===== config.mk =====
export PLATFORM = sky130hd
export DESIGN_NAME = param_updown_counter_flat
export DESIGN_NICKNAME = d
export VERILOG_FILES = /design/src/rtl/param_updown_counter_if.sv /design/src/rtl/param_updown_counter.sv /design/src/flat_wrapper.sv
export SDC_FILE = /design/constraint.sdc
export NUM_CORES = 1
export LEC_CHECK = 0
export CAP_MARGIN = 20
export CORE_UTILIZATION = 23
export DETAILED_ROUTE_END_ITERATION = 12
export GPL_ROUTABILITY_DRIVEN = 1
export GPL_TIMING_DRIVEN = 0
export PLACE_DENSITY = 0.47
export SLEW_MARGIN = 10
export SYNTH_ARGS = -nofsm -noshare
export SYNTH_HDL_FRONTEND = slang
export SYNTH_SLANG_ARGS = --single-unit

===== constraint.sdc =====
create_clock -name clock -period 2.6 [get_ports clock]
set_input_delay 0.52 -clock clock [delete_from_list [all_inputs] [get_ports clock]]
set_output_delay 0.52 -clock clock [all_outputs]
set_load 0.01 [all_outputs]

===== src/rtl/param_updown_counter_if.sv =====
// Control/status bundle of the up/down modulo counter; master drives controls, slave is the counter.
interface param_updown_counter_if #(
    parameter int unsigned WIDTH = 8
);
    logic             count;
    logic             up;
    logic             load;
    logic [WIDTH-1:0] load_value;
    logic [WIDTH-1:0] out;
    logic             wrap;
    logic             tc;

    modport master (
        output count, up, load, load_value,
        input  out, wrap, tc
    );

    modport slave (
        input  count, up, load, load_value,
        output out, wrap, tc
    );
endinterface


===== src/rtl/param_updown_counter.sv =====
// Up/down modulo counter with clamped sync load, prescaled count enable and wrap pulse (COUNTER_SATURATE_EN: saturate).
// Latency: out/wrap update on the edge that samples a load or step; tc is combinational from out and up.
// Backpressure: none; count low freezes both prescaler phase and count value.
module param_updown_counter #(
    parameter int unsigned WIDTH    = 8,
    parameter int unsigned MOD_MAX  = (1 << WIDTH) - 1,
    parameter int unsigned PRESCALE = 1
) (
    input logic                   clock,
    input logic                   reset,
    param_updown_counter_if.slave bus
);
    localparam int unsigned      PW       = (PRESCALE > 1) ? $clog2(PRESCALE) : 1;
    localparam logic [WIDTH-1:0] MAX_V    = WIDTH'(MOD_MAX);
    localparam logic [PW-1:0]    PRE_LAST = PW'(PRESCALE - 1);

    logic [PW-1:0]    pre_q, pre_d;
    logic [WIDTH-1:0] out_q, out_d;
    logic             wrap_q, wrap_d;
    logic             step;
    logic             at_top;
    logic             at_bot;

    always_comb begin
        at_top = (out_q == MAX_V);
        at_bot = (out_q == '0);
        step   = bus.count && !bus.load && (pre_q == PRE_LAST);
        pre_d  = pre_q;
        out_d  = out_q;
        wrap_d = 1'b0;

        if (bus.load) begin
            pre_d = '0;
            out_d = (bus.load_value > MAX_V) ? MAX_V : bus.load_value;
        end else if (bus.count) begin
            pre_d = step ? '0 : pre_q + 1'b1;
            if (step) begin
                if (bus.up) begin
                    if (at_top) begin
                        wrap_d = 1'b1;
`ifdef COUNTER_SATURATE_EN
                        out_d  = MAX_V;
`else
                        out_d  = '0;
`endif
                    end else begin
                        out_d = out_q + 1'b1;
                    end
                end else begin
                    if (at_bot) begin
                        wrap_d = 1'b1;
`ifdef COUNTER_SATURATE_EN
                        out_d  = '0;
`else
                        out_d  = MAX_V;
`endif
                    end else begin
                        out_d = out_q - 1'b1;
                    end
                end
            end
        end
    end

    always_ff @(posedge clock or posedge reset) begin
        if (reset) begin
            pre_q  <= '0;
            out_q  <= '0;
            wrap_q <= 1'b0;
        end else begin
            pre_q  <= pre_d;
            out_q  <= out_d;
            wrap_q <= wrap_d;
        end
    end

    assign bus.out  = out_q;
    assign bus.wrap = wrap_q;
    assign bus.tc   = (bus.up && at_top) || (!bus.up && at_bot);
endmodule


===== src/flat_wrapper.sv =====
// flat-port wrapper written by rule: the top's interface ports become plain ports
module param_updown_counter_flat 
#(
    parameter int unsigned WIDTH    = 8,
    parameter int unsigned MOD_MAX  = (1 << WIDTH) - 1,
    parameter int unsigned PRESCALE = 1
)
  (clock, reset, bus_count, bus_up, bus_load, bus_load_value, bus_out, bus_wrap, bus_tc);
  param_updown_counter_if #(.WIDTH(WIDTH)) bus_i ();
  input logic clock;
  input logic reset;
  input wire logic [$bits(bus_i.count)-1:0] bus_count;
  input wire logic [$bits(bus_i.up)-1:0] bus_up;
  input wire logic [$bits(bus_i.load)-1:0] bus_load;
  input wire logic [$bits(bus_i.load_value)-1:0] bus_load_value;
  output wire logic [$bits(bus_i.out)-1:0] bus_out;
  output wire logic [$bits(bus_i.wrap)-1:0] bus_wrap;
  output wire logic [$bits(bus_i.tc)-1:0] bus_tc;
  assign bus_i.count = bus_count;
  assign bus_i.up = bus_up;
  assign bus_i.load = bus_load;
  assign bus_i.load_value = bus_load_value;
  assign bus_out = bus_i.out;
  assign bus_wrap = bus_i.wrap;
  assign bus_tc = bus_i.tc;
  param_updown_counter #(.WIDTH(WIDTH), .MOD_MAX(MOD_MAX), .PRESCALE(PRESCALE)) u_core (.clock(clock), .reset(reset), .bus(bus_i));
endmodule

======== Word level (Yosys, flattened, before mapping) ========
Index checks and enable logic that the tools add are counted.
W data, S select, Z words.
word-level totals
  register bits after elaboration ......... 10
  input bits .............................. 13
  logic and storage cells ................. 36
  memories ................................ 0
  latch bits .............................. 0
  bits in writable memories ............... 0
  ROM bits ................................ 0
  output and inout port bits .............. 10
cells by class
  order comparisons ....................... 1
  multiplexer cells ....................... 16
  reductions and logical operators ........ 11
  equal/unequal tests ..................... 1
  divide/modulo/power cells ............... 0
  multipliers ............................. 0
  add/sub/neg operators ................... 3
  shifts and indexed selects .............. 0
  bitwise operators ....................... 1
operators by type and width
  cell                   count
  $mux W8                7
  $mux W1                9
  $add A8 B1 Y8 const B  1
  $eq A8 B8 Y1 const B   1
  $gt A8 B8 Y1 const B   1
  $logic_not A8 Y1       1
  $sub A8 B1 Y8 const B  1
  $logic_and A1 B1 Y1    4
  $reduce_bool A2 Y1     2
  $logic_not A1 Y1       2
  $reduce_and A2 Y1      1
  $add A1 B1 Y1 const B  1
  $logic_or A1 B1 Y1     1
  $not A1 Y1             1

======== Depth between registers and ports, before layout ========
  word-level depth ........................ 6
  gate-level depth with buffers ........... 7
  mapped depth without buffers ............ 6

======== Least setup slack after synthesis ========
No wires, ideal clock.
  kind .................................... register to output
  start point ............................. register u_core.out_q[4] (netlist: u_core.bus.out[4])
  end point ............................... output port bus_tc
  cell stages (with the launch flop) ...... 5
  buffers on the path ..................... 1
  data arrival time ....................... 1.515 ns
  data required time ...................... 2.080 ns
  path slack .............................. 0.565 ns
  cell sequence ........................... dfrtp_1 buf_6 or4_4 nor4_4 a41o_1
between the ends
  word-level cells in the longest chain between the ends .. 3
  elaborated cells on any way between the ends .. 5
  classes of those cells .................. 1 x eq/ne; 4 x reduce/logical
RTL lines
  item                                                     RTL line                                                source
  from (decl)                                              param_updown_counter.sv:18                              logic [WIDTH-1:0] out_q, out_d;
  from (signal assigned)                                   param_updown_counter.sv:72                              out_q <= out_d;
  $eq A8 B8 Y1 / $logic_not A8 Y1 (equally long branches)  param_updown_counter.sv:25, param_updown_counter.sv:26
  $logic_and A1 B1 Y1                                      param_updown_counter.sv:79                              assign bus.tc = (bus.up && at_top) || (!bus.up && at_bot);
  $logic_or A1 B1 Y1 (*)                                   param_updown_counter.sv:79
  to (decl)                                                flat_wrapper.sv:18                                      output wire logic [$bits(bus_i.tc)-1:0] bus_tc;
Mark *: on every way between the ends. The rest lies on a longest branch, timed or not.

======== Final worst setup path ========
Same ends and word-level chain as after synthesis.

==> impl_metrics.env <==
export IMPL_hold_buffers=0
export IMPL_slew_violations=0
export IMPL_netlist_instances=115
export IMPL_gp_congestion=0.759
export IMPL_leakage_nw=0.515
export IMPL_finalWorstSetupSlack_ps=99.0
export IMPL_synthesis_area_um2=948
export IMPL_skew_ps=4.55
export IMPL_die_area_um2=4380
export IMPL_start_util_pct=25.0
export IMPL_endpoint_kind="output pin"
export IMPL_syn_avg_cell_area_um2=8.25
export IMPL_port_buffers=21
export IMPL_grt_max_degree=11
export IMPL_period_share_pct=96.2
export IMPL_tightest_slew_ps=494
export IMPL_gr_usage_all_layers_pct=14.6
export IMPL_htreeDepth=1
export IMPL_peakVddDrop_mv=0.238
export IMPL_diodes=0
export IMPL_fin_cells=190
export IMPL_synth_seq_cells=10
export IMPL_dp_cells=184
export IMPL_cap_violations=0
export IMPL_worstPathRequired_ps=2080
export IMPL_insertion_delay_ps=240
export IMPL_area_growth_pct=35.9
export IMPL_p_per_area_nw_per_um2=472
export IMPL_dr_total_vias=960
export IMPL_regArea_um2=250
export IMPL_drt_first_pass_iters=4
export IMPL_route_detailed_drc=0
export IMPL_place_hpwl_um=1970
export IMPL_numCtsBuffers=3
export IMPL_fin_nets=159
export IMPL_synth_fp_nets=131
export IMPL_first_iter_violations=39
export IMPL_seq_area_frac_synth_pct=26.4
export IMPL_cts_tree="yes"
export IMPL_clk_path_buf_depth=2
export IMPL_ys_warnings_count=0
export IMPL_clockRootBuffer="clkbuf_8"
export IMPL_clkTransAtPathRegs_ps=60
export IMPL_synth_edff_count=0
export IMPL_rsz0062_at_grt="false"
export IMPL_hold_class="input port to async pin"
export IMPL_fin_util_pct=33.9
export IMPL_power_total_mw=0.608
export IMPL_worstPathArrival_ps=1980
export IMPL_die_h_um=66.2
export IMPL_grt_pass1_wl_um=4770
export IMPL_nFillCells=422
export IMPL_grt_pass1_vias=978
export IMPL_critPathLaunchType="register"
export IMPL_ant_nets=0
export IMPL_final_layout_size_suffix_gt1_share_pct=15.5
export IMPL_dominantRegCellSynth="dfrtp_1"
export IMPL_finalHoldViolCount=0
export IMPL_worstSetupPathType="register to output pin"
export IMPL_viasPerCell=5.05
export IMPL_avgRoutedWirePerCell_um=14.7
export IMPL_synthArstFlopShare_pct=100
export IMPL_ios=23
export IMPL_multiInputGateArea_um2=621
export IMPL_rows=22
export IMPL_dieWidth_um=66.2
export IMPL_coreArea_um2=3800
export IMPL_setup_viol=0
export IMPL_crit_path_max_fanout=9
export IMPL_max_freq_mhz=400
export IMPL_grt_ovfl_total=0
export IMPL_antenna_found_initial=0
export IMPL_place_ws_ps=-113
export IMPL_status="finished, final reports clean"
export IMPL_ys_types=45
export IMPL_clock_sinks=10
export IMPL_max_slew_margin_pct=66.7
export IMPL_period_needed_ps=2500
export IMPL_drt_total_wl_um=2790
==> worst paths after layout <==
kind | slack (ps) | cells after the start | startpoint | endpoint
max | 100 | 5 | u_core.bus.out[4]$_DFFE_PP0P_ | bus_tc
min | 570 | 2 | reset | u_core.pre_q$_DFFE_PP0P_
max reg2reg | 400 | 7 | u_core.bus.out[4]$_DFFE_PP0P_ | u_core.bus.out[2]$_DFFE_PP0P_
min reg2reg | 600 | 1 | u_core.pre_q$_DFFE_PP0P_ | u_core.pre_q$_DFFE_PP0P_
max in group asynchronous | 1720 | 2 | reset | u_core.bus.out[5]$_DFFE_PP0P_
min in group clock | 600 | 1 | u_core.pre_q$_DFFE_PP0P_ | u_core.pre_q$_DFFE_PP0P_
==> cell families after synthesis <==
kind of cell | share of synthesized area [%]
buffers and inverters | 8.18
XOR/XNOR | 2.77
AND/OR/NAND/NOR | 33.1
AO/OA/AOI/OAI | 25.6
adder cells (fa/ha/maj) | 3.96
flip-flops | 26.4
==> synthesized netlist by cell type (all sizes together) (2+ instances only) <==
master / number / area [um2]
xor2: 3 / 26.3
buf: 4 / 32.5
and2: 3 / 18.8
o21ai: 6 / 30.0
nor3b: 3 / 22.5
nand3: 3 / 15.0
a21oi: 7 / 35.0
nand2b: 4 / 25.0
nor2b: 3 / 18.8
o41ai: 2 / 32.5
inv: 5 / 18.8
and3: 3 / 20.0
a2111oi: 2 / 18.8
nand2: 9 / 33.8
dfrtp: 10 / 250
nor4: 3 / 33.8
o31ai: 3 / 22.5
or3b: 2 / 17.5
ha: 3 / 37.5
nor2: 7 / 26.3
nor3: 4 / 20.0
clkbuf: 7 / 26.3
nor4b: 2 / 17.5
==> per-stage QoR <==
step,instance area [um2],hold slack (ps),setup TNS [ps]
6_report,1290,573,0
5_1_grt,1290,624,0
3_5_place_dp,1220,584,-113
4_1_cts,1290,592,0
3_3_place_gp,1220,583,-85.2
2_1_floorplan,948,360,0
==> sequential cells by signal (all words and copies together) (netlist names) <==
register	cells
u_core.bus.wrap	1
u_core.bus.out	8
u_core.pre_q	1
==> layer usage <==
| layer | vias up | part of all wire [%] | GRT usage [%] |
|---|---|---|---|
| met4 | 0 | 0.61 | 5.05 |
| met1 | 443 | 48 | 18.3 |
| met5 | - | 0 | 0 |
| met2 | 32 | 46 | 23.9 |
| li1 | 483 | - | - |
| met3 | 2 | 5.1 | 3.79 |
==> layout by cell type (no fill, tap or decap), drive strengths merged, types with 4 or more instances in the layout <==
master         count
clkdlybuf4s50     20
clkbuf            11
dfrtp             10
nand2              9
a21oi              7
nor2               7
buf                7
o21ai              6
inv                5
nand2b             4
nor3               4
==> cell type report <==
type                    instances  share of cell area, %
multi-input cells              89                   48.2
flip-flops and latches         10                   19.4
repair buffers                 24                   17.7
well taps                      48                   4.66
plain buffers                  10                   4.37
clock buffers                   4                   4.27
inverters                       5                   1.46
==> report_power, final <==
group	internal [mW]	leakage [nW]	total [mW]	switching, mW
clock	0.134	0.0288	0.207	0.0731
combinational	0.100	0.364	0.206	0.106
sequential	0.170	0.123	0.195	0.0252
total	0.404	0.515	0.608	0.204
==> critical path, stage by stage, from the launching register on <==
cell and delay (ps):
dfrtp_1 390, buf_6 140, or4_4 580, nor4_4 340, a41o_1 150, clkbuf_2 130
==> repair_timing <==
item	CTS	global route
setup buffers	2	1
setup endpoints to repair	1	1
resized for setup	2	2
pin swaps	1	1
(Power assumes the default switching activity.)
